$ cat config.mk
export PLATFORM = sky130hd
export DESIGN_NAME = rr_grant_encoder_4
export DESIGN_NICKNAME = d
export VERILOG_FILES = /design/src/rtl/rr_grant_encoder_4.sv
export SDC_FILE = /design/constraint.sdc
export NUM_CORES = 1
export LEC_CHECK = 0
export CAP_MARGIN = 20
export CORE_MARGIN = 4
export CORE_UTILIZATION = 58
export DETAILED_ROUTE_END_ITERATION = 12
export PLACE_DENSITY_LB_ADDON = 0.25
export SLEW_MARGIN = 20
export SYNTH_ARGS = -nofsm -noshare
export SYNTH_HDL_FRONTEND = slang
export SYNTH_SLANG_ARGS = --single-unit
$ cat constraint.sdc
create_clock -name clk -period 3.2 [get_ports clk]
set_clock_uncertainty 0.1 [all_clocks]
set_input_delay 0.64 -clock clk [delete_from_list [all_inputs] [get_ports clk]]
set_output_delay 0.64 -clock clk [all_outputs]
set_load 0.01 [all_outputs]
$ cat src/rtl/rr_grant_encoder_4.sv
// Four-requester round-robin arbiter driving the {a,b} select of a 2-to-4 decoder.
// Ports: clk, rst_n (async low), req[3:0], done -> a, b, grant_valid, timeout.
module rr_grant_encoder_4 #(
    parameter int HOLD_MAX = 8
) (
    input  logic       clk,
    input  logic       rst_n,
    input  logic [3:0] req,
    input  logic       done,
    output logic       a,
    output logic       b,
    output logic       grant_valid,
    output logic       timeout
);

    typedef enum logic [1:0] {
        IDLE  = 2'd0,
        GRANT = 2'd1,
        GAP   = 2'd2
    } state_t;

    localparam logic [7:0] HOLD = 8'(HOLD_MAX);

    state_t     state_q, state_d;
    logic [1:0] idx_q, idx_d;
    logic [1:0] last_q, last_d;
    logic [7:0] cnt_q, cnt_d;
    logic       gv_q, gv_d;
    logic       to_q, to_d;

    logic [1:0] pick;
    logic [1:0] probe;
    logic       found;

    // Scan from the slot after the last grantee, wrapping; the 2-bit
    // add wraps naturally and k=4 lands back on the last grantee.
    always_comb begin
        pick  = '0;
        probe = '0;
        found = 1'b0;
        for (int k = 1; k <= 4; k++) begin
            probe = last_q + 2'(k);
            if (!found && req[probe]) begin
                pick  = probe;
                found = 1'b1;
            end
        end
    end

    always_comb begin
        state_d = state_q;
        idx_d   = idx_q;
        last_d  = last_q;
        cnt_d   = cnt_q;
        gv_d    = gv_q;
        to_d    = 1'b0;
        unique case (state_q)
            IDLE: begin
                gv_d = 1'b0;
                if (found) begin
                    idx_d   = pick;
                    gv_d    = 1'b1;
                    cnt_d   = 8'd1;
                    state_d = GRANT;
                end
            end
            GRANT: begin
                cnt_d = cnt_q + 8'd1;
                // done and withdraw outrank the timer, so a collision
                // with the last hold cycle never pulses timeout.
                if (done || !req[idx_q] || cnt_q == HOLD) begin
                    to_d    = !done && req[idx_q];
                    gv_d    = 1'b0;
                    last_d  = idx_q;
                    cnt_d   = 8'd0;
                    state_d = GAP;
                end
            end
            GAP: begin
                gv_d    = 1'b0;
                state_d = IDLE;
            end
            default: begin
                gv_d    = 1'b0;
                cnt_d   = 8'd0;
                state_d = IDLE;
            end
        endcase
    end

    always_ff @(posedge clk or negedge rst_n) begin
        if (!rst_n) begin
            state_q <= IDLE;
            idx_q   <= 2'd0;
            last_q  <= 2'd3;
            cnt_q   <= 8'd0;
            gv_q    <= 1'b0;
            to_q    <= 1'b0;
        end else begin
            state_q <= state_d;
            idx_q   <= idx_d;
            last_q  <= last_d;
            cnt_q   <= cnt_d;
            gv_q    <= gv_d;
            to_q    <= to_d;
        end
    end

    assign a           = idx_q[1];
    assign b           = idx_q[0];
    assign grant_valid = gv_q;
    assign timeout     = to_q;

endmodule
== Word-level counts from Yosys, hierarchy flattened ==
Index checks and enable logic that the tools add are counted.
Storage, ports and cells
  register bits after elaboration: 16
  latch bits: 0
  RAM bits: 0
  memory bits (read-only): 0
  input bits: 7
  output and inout bits: 4
  word-level logic and storage cells: 66
  memories: 0
Cells by class
  add/sub/neg operators: 4
  $mul: 0
  div/mod/pow operators: 0
  magnitude comparators: 5
  equality and inequality tests: 5
  shift operators: 0
  multiplexer cells: 29
  bitwise operators: 1
  reduce and logical (&&, ||, !) cells: 16
Operators by type and width (count)
  8-bit case mux with 3 select lines: 1
  8-bit 2-to-1 mux: 2
  2-bit by 3-bit < comparator with 1-bit output (second input constant): 5
  1-bit 2-to-1 mux: 13
  2-bit 2-to-1 mux: 6
  1-bit binary-select mux with 2-bit select: 5
  8-bit by 1-bit adder with 8-bit output (second input constant): 1
  8-bit by 4-bit equality test with 1-bit output (second input constant): 1
  2-bit AND reduction: 4
  1-bit logical NOT: 5
  2-bit adder (second input constant): 2
  1-bit logical AND: 4
  2-bit != test (second input constant): 2
  2-bit case mux with 2 select lines: 1
  2-bit by 1-bit adder with 2-bit output (second input constant): 1
  2-bit by 1-bit equality test with 1-bit output (second input constant): 1
  2-bit equality test (second input constant): 1
  2-bit logical NOT: 1
  1-bit logical OR: 2
  1-bit case mux with 2 select lines: 1
  1-bit inverter: 1

== Depth between registers and ports, before layout ==
Gate-level depths: netlist of the first run.
  depth after elaboration: 15
  depth in mapped cells: 5
  mapped depth without buffers: 5

== Worst setup path after synthesis of the first run ==
Ideal clock, no wire load.
  path type: in2reg
  start point: in req[0]
  end point: reg idx_q[0]
  data arrival time: 1692 ps
  slack: 1283 ps
  cell stages on the path: 3
  cell sequence: or4_4 nand3_1 mux2_2
Between the ends
  cells in the longest elaborated chain, start to end: 13
RTL lines
  from (decl): RTL line 8  | input logic [3:0] req,
  1-bit binary-select mux with 2-bit select: RTL line 43  | if (!found && req[probe]) begin
  1-bit 2-to-1 mux (implied by the code): RTL line 43
  1-bit 2-to-1 mux: RTL line 43
  1-bit logical NOT: RTL line 43
  1-bit logical AND: RTL line 43
  1-bit 2-to-1 mux: RTL line 43
  1-bit logical NOT: RTL line 43
  1-bit logical AND: RTL line 43
  1-bit 2-to-1 mux: RTL line 43
  1-bit logical NOT: RTL line 43
  1-bit logical AND: RTL line 43
  1-bit 2-to-1 mux: RTL line 43
  2-bit AND reduction (no line)
  to (signal assigned): RTL line 101  | idx_q <= idx_d;
  to (decl): RTL line 25  | logic [1:0] idx_q, idx_d;
Several ways; a longest one is shown, not always the timed one. The select of a mux whose other input is x is not followed.
A chain may end at the register's enable or synchronous reset.

== Worst setup path in the final report of the first run ==
Same ends and word-level chain as after synthesis.

==> flow_summary.json, run 1 <==
{
  "status": "completed",
  "tightest_slew_ps": 710,
  "required_ps": 3280,
  "ys_warn_count": 0,
  "path_max_fanout": 6,
  "nets": 113,
  "synth.net_count": 98,
  "hpwl_um": 1410,
  "grt_use_total_pct": 18.3,
  "worstSetupPathType": "in -> reg",
  "htree_levels": 1,
  "post_drt_wl_per_cell_um": 16.1,
  "grt_pass1_vias": 743,
  "placed_cells": 115,
  "synth_cell_type_count": 36,
  "finalSetupTns_ps": 0,
  "drv_cap": 0,
  "gr-total-overflow": 0,
  "final_cells": 119,
  "min_path_cells": 2,
  "vias": 724,
  "crit_path_cell_trace": "clkdlybuf4s50_1 -> or4_4 -> nand3_1 -> mux2_2",
  "cts_tree": "yes",
  "design.core.area_um2": 1520,
  "reg2reg_setup_slack_ps": 1360,
  "fp.dieH_um": 48.6,
  "hold_path.startpoint": "grant_valid$_DFFE_PN0P_",
  "grt_max_degree": 17,
  "first_pass_iters": 4,
  "start_kind": "input port",
  "gp_congestion": 0.833,
  "nFillCells": 109,
  "drc": 0,
  "antenna_found_initial": 0,
  "io_buffers": 10,
  "relSlewSlack_pct": 52.5,
  "max_freq_mhz": 463,
  "n_antenna_cell": 0,
  "ctsHoldBuffers": 0,
  "row_count": 14,
  "power_density_nw_per_um2": 718,
  "die_x_um": 48.6,
  "final-max-slew-violation-count": 0,
  "rsz0062_at_grt": "no",
  "synthToLayoutAreaGrowth_pct": 15.3,
  "clkSinkCount": 16,
  "min_period_ps": 2160,
  "clkLatencyLatePin_ps": 290,
  "r2r_end": "last_q[0]$_DFFE_PN1P_",
  "clk_pin_slew_worst_paths_ps": 90,
  "grt_pass1_wl_um": 3410,
  "crit_slowest_cell": "or4_4",
  "ctsLongestPathBuffers": 2,
  "slowest_delay_ps": 580,
  "peakVddDrop_v": 0.000512,
  "p_leak_nw": 0.476,
  "cts_buffers": 3,
  "rr_startpoint": "cnt_q[5]$_DFFE_PN0P_",
  "drt-total-wl_um": 1910,
  "finalHoldViolCount": 0,
  "arrival_ps": 2240,
  "mostFrequentLayoutCells": "dfrtp_1, nand2_1, clkdlybuf4s50_1, inv_1",
  "drt-initial-drc-count": 10,
  "avgSynthCellArea_um2": 10.7,
  "ant_nets": 0,
  "layout-drive-gt1-share_pct": 18.4,
  "postCtsSetupBuffers": 0,
  "cts-resized-gates": 0,
  "syn-instance-count": 89,
  "start_util_pct": 62.6,
  "ys_seq_area_share_pct": 42.2,
  "worstSetupEndpointType": "register",
  "final_common_cell": "dfrtp_1",
  "min_to": "grant_valid$_DFFE_PN0P_",
  "cts-root-buf": "clkbuf_4",
  "reg2reg_depth": 4,
  "die-area_um2": 2360,
  "ios": 11,
  "setup_violations": 0,
  "min_path_type": "reg -> reg",
  "vias_per_cell": 6.08,
  "ys_seq_elements": 16,
  "syn_area_um2": 955,
  "period_share_pct": 67.5
}
==> cell usage after synthesis (all sizes together) <==
master   instances  area share (%)
o21a             1            0.79
or4              1             1.2
mux2i            3             3.1
nor3             1            0.52
o31a             1            0.92
dfstp            2             5.5
nand4b           1             2.5
a21oi            2             2.2
ha               2             2.6
and3             1             1.2
nand2           13             5.1
and3b            2             1.8
dfrtp           14              37
o2111ai          3             2.8
xnor2            1            0.92
o21ai            5             3.0
nand3            4             2.1
o211ai           1            0.79
nor2b            3             2.0
or2              2             1.3
nand2b           1            0.66
a22oi            2             1.6
nor2             4             1.6
nand4            1            0.66
o22ai            1             2.1
a21boi           1             2.0
nor4             2             2.9
o32ai            1            0.92
mux2             3             4.3
a22o             3             2.8
a41o             1             1.2
inv              6             2.4
==> power breakdown <==
| part | switching [mW] | internal, mW |
|---|---|---|
| registers | 0.0663 | 0.267 |
| logic | 0.168 | 0.176 |
| clock network | 0.0652 | 0.0485 |
| total | 0.299 | 0.492 |
==> layer usage <==
layer	track usage [%]	wire length, um
met1	24.0	884
met2	28.5	935
met3	3.99	63
met4	8.07	29
met5	0	0
==> final cells by class <==
| class | count | area [um^2] | share of cell area [%] |
|---|---|---|---|
| inverters | 6 | 22.5 | 2.05 |
| clock buffers | 4 | 26.3 | 2.39 |
| flip-flops and latches | 16 | 403 | 36.6 |
| well taps | 16 | 20.0 | 1.82 |
| multi-input cells | 67 | 529 | 48.1 |
| repair buffers | 10 | 100 | 9.09 |
==> worst max-delay path: cells and delay by family <==
kind	cells	cell delay (ps)
buffers and inverters	1	460
multiplexers	1	350
AND/OR/NAND/NOR	2	780
==> cell families after synthesis <==
group	share of synthesized area, %
adder cells (fa/ha/maj)	2.62
flip-flops	42.2
AND/OR/NAND/NOR	23.5
XOR/XNOR	0.918
multiplexers	7.47
AO/OA/AOI/OAI	21.0
buffers and inverters	2.36
==> how the worst max path moves through the flow <==
stage                      start                    to
after floorplan           req[0]  idx_q[0]$_DFFE_PN0P_
after global placement    req[1]  idx_q[0]$_DFFE_PN0P_
after detailed placement  req[1]  idx_q[0]$_DFFE_PN0P_
after CTS                 req[1]  idx_q[0]$_DFFE_PN0P_
after global routing      req[0]  idx_q[0]$_DFFE_PN0P_
final                     req[0]  idx_q[0]$_DFFE_PN0P_
==> flip-flops by register name, indices dropped and copies added (netlist names) <==
register,flops
cnt_q,8
grant_valid,1
idx_q,2
last_q,2
state_q,2
timeout,1
==> stage by stage <==
step	instance area [um^2]	power [mW]	worst slack (ps)	utilization (%)	hold WS (ps)
after global placement	1070	0.665	759	70.5	438
final	1100	0.791	1040	72.2	477
after CTS	1100	0.793	1060	72.2	475
after detailed placement	1070	0.678	751	70.5	449
after global routing	1100	0.855	996	72.2	516
after floorplan	955	0.568	1280	-	244
No activity file was read; power rests on OpenSTA's default activity.
==> inputs of run 2 (changes only) <==
- CORE_UTILIZATION: 58 -> 48
- clock period: 3.2 -> 1.8 ns (I/O delays scaled with it)
==> flow_summary.json, run 2 (same netlist as run 1, synthesis figures left out) <==
{
  "vias_per_cell": 5.69,
  "peakVddDrop_v": 0.000734,
  "nets": 129,
  "period_share_pct": 97.0,
  "grt_pass1_wl_um": 3850,
  "start_kind": "input port",
  "rsz0062_at_grt": "no",
  "grt_max_degree": 10,
  "reg2reg_depth": 4,
  "n_antenna_cell": 0,
  "status": "completed",
  "total_power_mw": 1.56,
  "clkSinkCount": 16,
  "start_util_pct": 53.0,
  "grt_use_total_pct": 18.7,
  "reg2reg_setup_slack_ps": 120,
  "seq_area_um2": 404,
  "die_x_um": 52.6,
  "ctsHoldBuffers": 0,
  "antenna_found_initial": 0,
  "drv_cap": 0,
  "hpwl_um": 1710,
  "post_dp_cell_area_um2": 1190,
  "tightest_slew_ps": 404,
  "final_common_cell": "buf_4",
  "largest_reg_flops": 8,
  "use_met1_pct": 26.3,
  "r2r_end": "last_q[0]$_DFFE_PN1P_",
  "finalHoldViolCount": 0,
  "grt_pass1_vias": 826,
  "vias": 819,
  "relSlewSlack_pct": 73.0,
  "die-area_um2": 2770,
  "synthToLayoutAreaGrowth_pct": 29.8,
  "arrival_ps": 1820,
  "final-max-slew-violation-count": 0,
  "drt-initial-drc-count": 25,
  "use_met3_pct": 4.27,
  "row_count": 15,
  "post_drt_wl_per_cell_um": 15.7,
  "gp_congestion": 0.838,
  "clkLatencyLatePin_ps": 290,
  "min_path_type": "in -> async",
  "required_ps": 1880,
  "drt-total-wl_um": 2260,
  "finalInstanceArea_um2": 1240,
  "top_register": "cnt_q",
  "power_density_nw_per_um2": 1260,
  "crit_slowest_cell": "or4_4",
  "cts-root-buf": "clkbuf_4",
  "crit_path_cell_trace": "clkdlybuf4s50_1 -> or4_4 -> nand3_1 -> mux2_2",
  "rr_startpoint": "cnt_q[5]$_DFFE_PN0P_",
  "drc": 0,
  "ios": 11,
  "p_leak_nw": 0.573,
  "top_usage_layer": "met2",
  "setup_violations": 0,
  "htree_levels": 1,
  "mostFrequentLayoutCells": "buf_4, nand2_1, dfrtp_1, clkdlybuf4s50_1, inv_1",
  "first_pass_iters": 4,
  "max_freq_mhz": 573,
  "io_buffers": 10,
  "gr-total-overflow": 0,
  "worstSetupPathType": "in -> reg",
  "fp.dieH_um": 52.6,
  "clk_pin_slew_worst_paths_ps": 100,
  "multi_input_area_um2": 529,
  "slowest_delay_ps": 570,
  "min_period_ps": 1750,
  "design.core.area_um2": 1800,
  "gr-usage-met2_pct": 28.3,
  "worstSetupEndpointType": "register",
  "layout-drive-gt1-share_pct": 30.3,
  "cts_buffers": 3,
  "ctsLongestPathBuffers": 2,
  "cts_tree": "yes",
  "ant_nets": 0,
  "path_max_fanout": 2,
  "nFillCells": 145
}
[run 2: area by class of cell]
| cell class | instances | area share, % |
|---|---|---|
| clock buffers | 4 | 2.12 |
| flip-flops and latches | 16 | 32.6 |
| well taps | 25 | 2.53 |
| inverters | 6 | 1.82 |
| multi-input cells | 67 | 42.7 |
| repair buffers | 26 | 18.2 |
[run 2: critical path, delay by kind of cell]
family,cells,cell delay [ps]
AND/OR/NAND/NOR,2,700
buffers and inverters,1,430
multiplexers,1,330
[run 2: what timing repair did]
item,CTS,global route
cloned,0,0
setup buffers,0,2
resized for setup,1,2
setup endpoints to repair,1,3
[run 2: how the worst max path moves through the flow]
stage	slack, ps	cells after the start	endpoint	start
floorplan	150	4	last_q[0]$_DFFE_PN1P_	cnt_q[5]$_DFFE_PN0P_
global placement	-230	4	idx_q[0]$_DFFE_PN0P_	req[2]
detailed placement	-270	4	idx_q[0]$_DFFE_PN0P_	req[2]
CTS	20	2	b	idx_q[0]$_DFFE_PN0P_
global route	10	6	cnt_q[6]$_DFFE_PN0P_	req[0]
finish	50	4	idx_q[0]$_DFFE_PN0P_	req[0]
[run 2: routing by layer]
| layer | vias to the layer above | part of all wire (%) |
|---|---|---|
| li1 | 393 | - |
| met5 | - | 0 |
| met3 | 4 | 4.7 |
| met2 | 25 | 46 |
| met4 | 0 | 0.75 |
| met1 | 397 | 49 |
[run 2: stage by stage]
| stage | setup TNS (ps) | util [%] | worst slack (ps) | hold slack [ps] | cells |
|---|---|---|---|---|---|
| floorplan | 0 | - | 155 | -35.6 | 89 |
| global placement | -2360 | 66.1 | -225 | 431 | 138 |
| detailed placement | -2980 | 66.1 | -265 | 441 | 138 |
| CTS | 0 | 67.6 | 22.6 | 270 | 142 |
| global route | 0 | 68.8 | 12.9 | 280 | 144 |
| finish | 0 | 68.8 | 54.4 | 255 | 144 |
[run 2: power by group]
group | switching (mW) | internal [mW] | total (mW)
clock network | 0.120 | 0.0859 | 0.206
logic | 0.352 | 0.424 | 0.776
registers | 0.105 | 0.477 | 0.582
total | 0.576 | 0.987 | 1.56
==> inputs of run 3 (changes only) <==
- CORE_UTILIZATION: 48 -> 54
- clock period: 1.8 -> 1.9 ns (I/O delays scaled with it)
==> flow_summary.json, run 3 (same netlist as run 1, synthesis figures left out) <==
{
  "place_ws_ps": -220,
  "setup_ws_ps": 65.8,
  "cp_num_buf_inv": 1,
  "nets": 123,
  "design.core.area_um2": 1590,
  "die_x_um": 50.0,
  "total_power_mw": 1.45,
  "hold_ws_ps": 288,
  "largest_reg_flops": 8,
  "min_period_ps": 1830,
  "layout-drive-gt1-share_pct": 26.5,
  "finalSetupTns_ps": 0,
  "die-area_um2": 2500,
  "slowest_delay_ps": 600,
  "io_buffers": 10,
  "gr-total-overflow": 0,
  "grt_use_total_pct": 20.1,
  "hpwl_um": 1620,
  "rsz0062_at_grt": "no",
  "mostFrequentLayoutCells": "dfrtp_1, nand2_1, clkdlybuf4s50_1, buf_4, inv_1",
  "drc": 0,
  "power_density_nw_per_um2": 1210,
  "vias": 769,
  "finalInstanceArea_um2": 1200,
  "status": "completed",
  "cts-resized-gates": 0,
  "required_ps": 1420,
  "arrival_ps": 1350,
  "ctsHoldBuffers": 0,
  "n_antenna_cell": 0,
  "reg2reg_depth": 4,
  "synthToLayoutAreaGrowth_pct": 25.3,
  "cts_buffers": 3,
  "grt_pass1_wl_um": 3710,
  "top_register": "cnt_q",
  "grt_pass1_vias": 803,
  "ctsLongestPathBuffers": 2,
  "finalHoldViolCount": 0,
  "min_path_type": "in -> async",
  "clkLatencyLatePin_ps": 290,
  "clk_pin_slew_worst_paths_ps": 100,
  "postCtsSetupBuffers": 0,
  "worst-path-stages": 1,
  "seq_area_um2": 403,
  "crit_path_cell_trace": "clkdlybuf4s50_1",
  "antenna_found_initial": 0,
  "clkSinkCount": 16,
  "tightest_slew_ps": 447,
  "fp.dieH_um": 50.0,
  "final-max-slew-violation-count": 0,
  "gp_congestion": 0.850,
  "p_leak_nw": 0.532,
  "worstSetupPathType": "reg -> out",
  "ios": 11,
  "drt-initial-drc-count": 13,
  "multi_input_area_um2": 529,
  "grt_max_degree": 11,
  "peakVddDrop_v": 0.000813,
  "drt-total-wl_um": 2080,
  "final_cells": 137,
  "relSlewSlack_pct": 70.1,
  "row_count": 14,
  "first_pass_iters": 4,
  "cts-root-buf": "clkbuf_4",
  "max_freq_mhz": 545,
  "crit_slowest_cell": "clkdlybuf4s50_1",
  "utilization_pct": 75.0,
  "worstSetupEndpointType": "output pin",
  "ant_nets": 0,
  "period_share_pct": 96.5,
  "setup_violations": 0,
  "final_common_cell": "dfrtp_1",
  "critPathTopFamily": "buffers and inverters",
  "path_max_fanout": 5,
  "nFillCells": 120,
  "drv_cap": 0,
  "htree_levels": 1,
  "post_drt_wl_per_cell_um": 15.2,
  "post_dp_cell_area_um2": 1160,
  "start_kind": "register",
  "start_util_pct": 59.9,
  "vias_per_cell": 5.61,
  "cts_tree": "yes",
  "placed_cells": 133
}
-- run 3: cell types whose count changed in the layout (fill, tap and decap cells not counted), sizes merged --
cell and delta:
clkdlybuf4s50 +2, buf -6, dlymetal6s2s -2
-- run 3: worst paths after layout --
path	start	end	slack, ps
setup / recovery	idx_q[1]$_DFFE_PN0P_	a	70
min in group clk	cnt_q[2]$_DFFE_PN0P_	cnt_q[2]$_DFFE_PN0P_	470
setup reg to reg	cnt_q[4]$_DFFE_PN0P_	last_q[0]$_DFFE_PN1P_	180
hold / removal	rst_n	cnt_q[7]$_DFFE_PN0P_	290
hold reg to reg	cnt_q[2]$_DFFE_PN0P_	cnt_q[2]$_DFFE_PN0P_	470
max in group asynchronous	rst_n	grant_valid$_DFFE_PN0P_	940
-- run 3: worst register-to-register path, cell delays in order, from the launching register on --
cell and delay (ps):
dfrtp_1 450, nor4_4 330, nand4b_4 230, a21boi_4 250
mux2_4 310
-- run 3: layout make-up --
class	count	area share, %
clock buffers	4	3.03
inverters	6	1.88
multi-input cells	67	44.2
flip-flops and latches	16	33.7
well taps	24	2.51
repair buffers	20	14.6
-- run 3: layer usage --
layer / wire length (um) / global-route usage (%) / part of all wire, %
met5: 0 / 0 / 0
met4: 36 / 8.76 / 1.7
met3: 96 / 5.72 / 4.6
met2: 1020 / 33.0 / 49
met1: 929 / 24.2 / 45
-- run 3: where the power goes --
group | internal (mW) | switching, mW
Clock | 0.117 | 0.108
Combinational | 0.359 | 0.302
Sequential | 0.450 | 0.113
==> variant 1 (settings of run 2) <==
The 3 states of `state_t` get a one-hot encoding in 3 bits.
--- a/src/rtl/rr_grant_encoder_4.sv
+++ b/src/rtl/rr_grant_encoder_4.sv
@@ -13,10 +13,10 @@
     output logic       timeout
 );
 
-    typedef enum logic [1:0] {
-        IDLE  = 2'd0,
-        GRANT = 2'd1,
-        GAP   = 2'd2
+    typedef enum logic [2:0] {
+        IDLE  = 3'b001,
+        GRANT = 3'b010,
+        GAP   = 3'b100
     } state_t;
 
     localparam logic [7:0] HOLD = 8'(HOLD_MAX);
Behaviour: same outputs for any inputs over 10 cycles, from zero or initial values and one cycle with rst_n low; not proved beyond that.
==> variant 1 against run 2 <==
  * Synthesized area up 2.2%
  * Sequential cell count is 1 higher
  * Design area up 8.0%
  * Combinational power is 8.5% higher
  * Routed wire length fell by 4.8%
  * Worst setup slack got worse by 33 ps
  * Power increased by 6.0%
  * Maximum frequency is 1.9% lower
  * Largest power group unchanged
  * Via count up 6.7%
  * Highest routed layer unchanged
  * Sequential power increased by 4.1%
==> variant 1: results (changes against run 2) <==
| Metric | Value |
|---|---|
| Cell Rows | `16 (+1)` |
| Synth top area cells | `dfrtp_1, dfstp_2, mux2_2, nor4_1, a21oi_1` |
| Pwr dens | `1240 nW/µm² (-1.8%)` |
| Met2 WL | `1040 µm (+0.87%)` |
| Worst slack at placement | `-426 ps (-160 ps)` |
| Metal3 WL | `51 µm (-52%)` |
| Top delay family on crit path | `compound AO/OA/AOI/OAI gates` |
| Max incr delay on CP | `420 ps (-150 ps)` |
| Gpl congestion | `0.869 (+3.7%)` |
| Sequential logic power | `0.606 mW (+4.1%)` |
| M1 WL | `1030 µm (-6.6%)` |
| Psw | `0.570 mW (-1.2%)` |
| Peak supply drop | `1.14 mV (+55%)` |
| Postcts setup bufs | `2 (+2)` |
| Met2 Use GR | `28.7% (+0.41 points)` |
| Leakage power | `0.603 nW (+5.3%)` |
| Post-placement cell area | `1250 µm² (+5.4%)` |
| Vias in the first global route | `860 (+4.1%)` |
| Arrival @ worst endpoint | `1870 ps (+50 ps)` |
| Largest net degree at the start of global routing | `18 (+8)` |
| Status | `finished clean` |
| Final-layout clock-cell area share | `2.06% (-0.063 points)` |
| Mapped Cells | `96 (+7.9%)` |
| Seq/Total Area, Yosys | `44.0% (+1.8 points)` |
| Fin util | `68.9% (+0.13 points)` |
| Layout cells sized above 1 | `35.1% (+4.9 points)` |
| Register area | `429 µm² (+6.2%)` |
| Area of the multi-input gates | `558 µm² (+5.4%)` |
| CP max-delay cell | `dfrtp_1` |
| Drt via density | `5.53 (-2.7%)` |
| Bufs w/o clock | `32 (+23%)` |
| Global-route wire length before repair | `3680 µm (-4.3%)` |
| Post-Route WL | `2150 µm (-4.8%)` |
==> variant 1: changes by cell type in the layout (fill, tap and decap cells not counted), sizes merged, moves of 3 or more <==
cell,before,now
o2111ai,3,0
a21oi,2,6
nor4,2,6
clkdlybuf4s50,8,5
dlygate4sd2,0,3
mux2,3,6
nand2,13,4
buf,16,22
nor3,1,6
==> variant 1: path summary, 6_finish.rpt <==
kind	from	to	slack [ps]	depth (start not counted)
max in group asynchronous	rst_n	last_q[0]	1070	2
min reg2reg	grant_valid	grant_valid	400	1
max reg2reg	idx_q[1]	cnt_q[6]	20	6
min in group clk	grant_valid	grant_valid	400	1
min	rst_n	cnt_q[0]	280	2
max	idx_q[1]	cnt_q[6]	20	6
==> variant 1: cell families after synthesis <==
group                      Yosys count  share of synthesized area, %
AOI/OAI and AO/OA                   24                          18.8
xor gates and xnor gates             1                         0.898
adders and majority gates            2                          2.56
buffers and inverters                6                          2.44
DFF                                 17                          44.0
muxes                                7                          7.95
and+or+nand+nor                     39                          23.3
==> variant 2 (config.mk and constraints of run 2) <==
Without the edit above. Set the parameter `HOLD_MAX` to 4 (it was 8).
--- a/src/rtl/rr_grant_encoder_4.sv
+++ b/src/rtl/rr_grant_encoder_4.sv
@@ -1,7 +1,7 @@
 // Four-requester round-robin arbiter driving the {a,b} select of a 2-to-4 decoder.
 // Ports: clk, rst_n (async low), req[3:0], done -> a, b, grant_valid, timeout.
 module rr_grant_encoder_4 #(
-    parameter int HOLD_MAX = 8
+    parameter int HOLD_MAX = 4
 ) (
     input  logic       clk,
     input  logic       rst_n,
Behaviour: not the same (a bounded check fails within 10 cycles, from zero or initial values and one cycle with rst_n low).
==> variant 2 against run 2 <==
  * Worst setup slack better by 14 ps
  * Routed wire length down 8.5%
  * Power down 3.7%
  * Combinational power down 14%
  * Register-to-register slack worse by 30 ps
  * Final cell count down 3.5%
  * Non-clock buffer count down 5
  * Sequential cell count unchanged
  * Design area down 3.8%
  * Synthesized area down 1.4%
  * Largest cell class unchanged
==> variant 2: results (changes against run 2) <==
| Metric | Value |
|---|---|
| Arrival @ worst endpoint | `1270 ps (-550 ps)` |
| Non-Filler Instances | `139 (-3.5%)` |
| Met2 WL | `926 µm (-10%)` |
| Peak supply drop | `0.831 mV (+13%)` |
| Status | `finished clean` |
| Top delay family on crit path | `buffers and inverters` |
| Hpwl dp | `1560 µm (-8.9%)` |
| Seq/Total Area, Yosys | `42.8% (+0.62 points)` |
| Drt via density | `5.84 (+2.7%)` |
| Vias in the first global route | `782 (-5.3%)` |
| Relative slew slack | `64.8% (-8.1 points)` |
| M1 WL | `1010 µm (-8.7%)` |
| Gr usage total | `18.3% (-0.37 points)` |
| Final Net Count | `124 (-3.9%)` |
| Metal3 WL | `100 µm (-6.5%)` |
| Synth Net Count | `99 (+1.0%)` |
| CP max-delay cell | `clkdlybuf4s50_1` |
| Syn Area/Cell | `10.5 µm² (-2.5%)` |
| Max FO, Critical Path | `5 (+3)` |
| 1st-iter DRT viols | `35 (+40%)` |
| Global-route wire length before repair | `3600 µm (-6.5%)` |
| CP startpoint | `idx_q[0]` |
| Synth top area cells | `dfrtp_1, dfstp_2, a22o_1, mux2i_1, o31ai_1` |
| Leakage power | `0.519 nW (-9.4%)` |
| Largest net degree at the start of global routing | `13 (+3)` |
| Layout cells sized above 1 | `25.4% (-4.8 points)` |
## variant 2: layer usage
layer	global-route usage, %	up-vias
met2	26.8	24
li1	-	396
met3	3.42	5
met5	0	-
met1	26.8	387
met4	6.38	0
## variant 2: metrics by stage
stage                     utilization [%]  worst slack, ps  power (mW)  area (µm²)
after floorplan                         -              204        1.01         941
after global placement               64.1             -233        1.23        1140
after detailed placement             64.1             -231        1.26        1140
after CTS                            66.2             17.6        1.50        1180
after global routing                 66.8            0.335        1.63        1190
final                                66.8             68.4        1.51        1190
## variant 2: where the power goes
| part | switching (mW) | internal [mW] |
|---|---|---|
| Combinational | 0.338 | 0.327 |
| Sequential | 0.123 | 0.476 |
| Clock | 0.119 | 0.123 |
| Total | 0.581 | 0.926 |
## variant 2: final timing paths
check | depth (start not counted) | slack, ps | end
hold / removal | 1 | 190 | idx_q[0]
hold reg to reg | 1 | 390 | grant_valid
max in group asynchronous | 2 | 980 | grant_valid
min in group clk | 1 | 390 | grant_valid
setup / recovery | 1 | 70 | b
setup reg to reg | 4 | 90 | last_q[1]
## variant 2: logic make-up (layout without fill, tap and decap cells)
kind of cell / count (synthesis) / in the layout / share of synthesized area (%)
muxes: 5 / 5 / 5.59
buffers and inverters: 6 / 30 / 3.19
AOI/OAI and AO/OA: 28 / 28 / 22.5
adders and majority gates: 2 / 2 / 2.66
xor gates and xnor gates: 1 / 1 / 0.931
and+or+nand+nor: 32 / 32 / 22.3
DFF: 16 / 16 / 42.8
## variant 2: timing repair
action / CTS / global route
endpoints found under the hold margin: 0 / 0
gates resized for setup: 0 / 4
endpoints found under the setup margin: 0 / 6
## variant 2: layout make-up
cell class                 instances  area (µm²)
inverter                           5        18.8
tap                               25        31.3
sequential                        16         404
multi-input combinational         68         518
clock buffer                       4        36.3
fill                             141         592
timing repair buffer              21         183
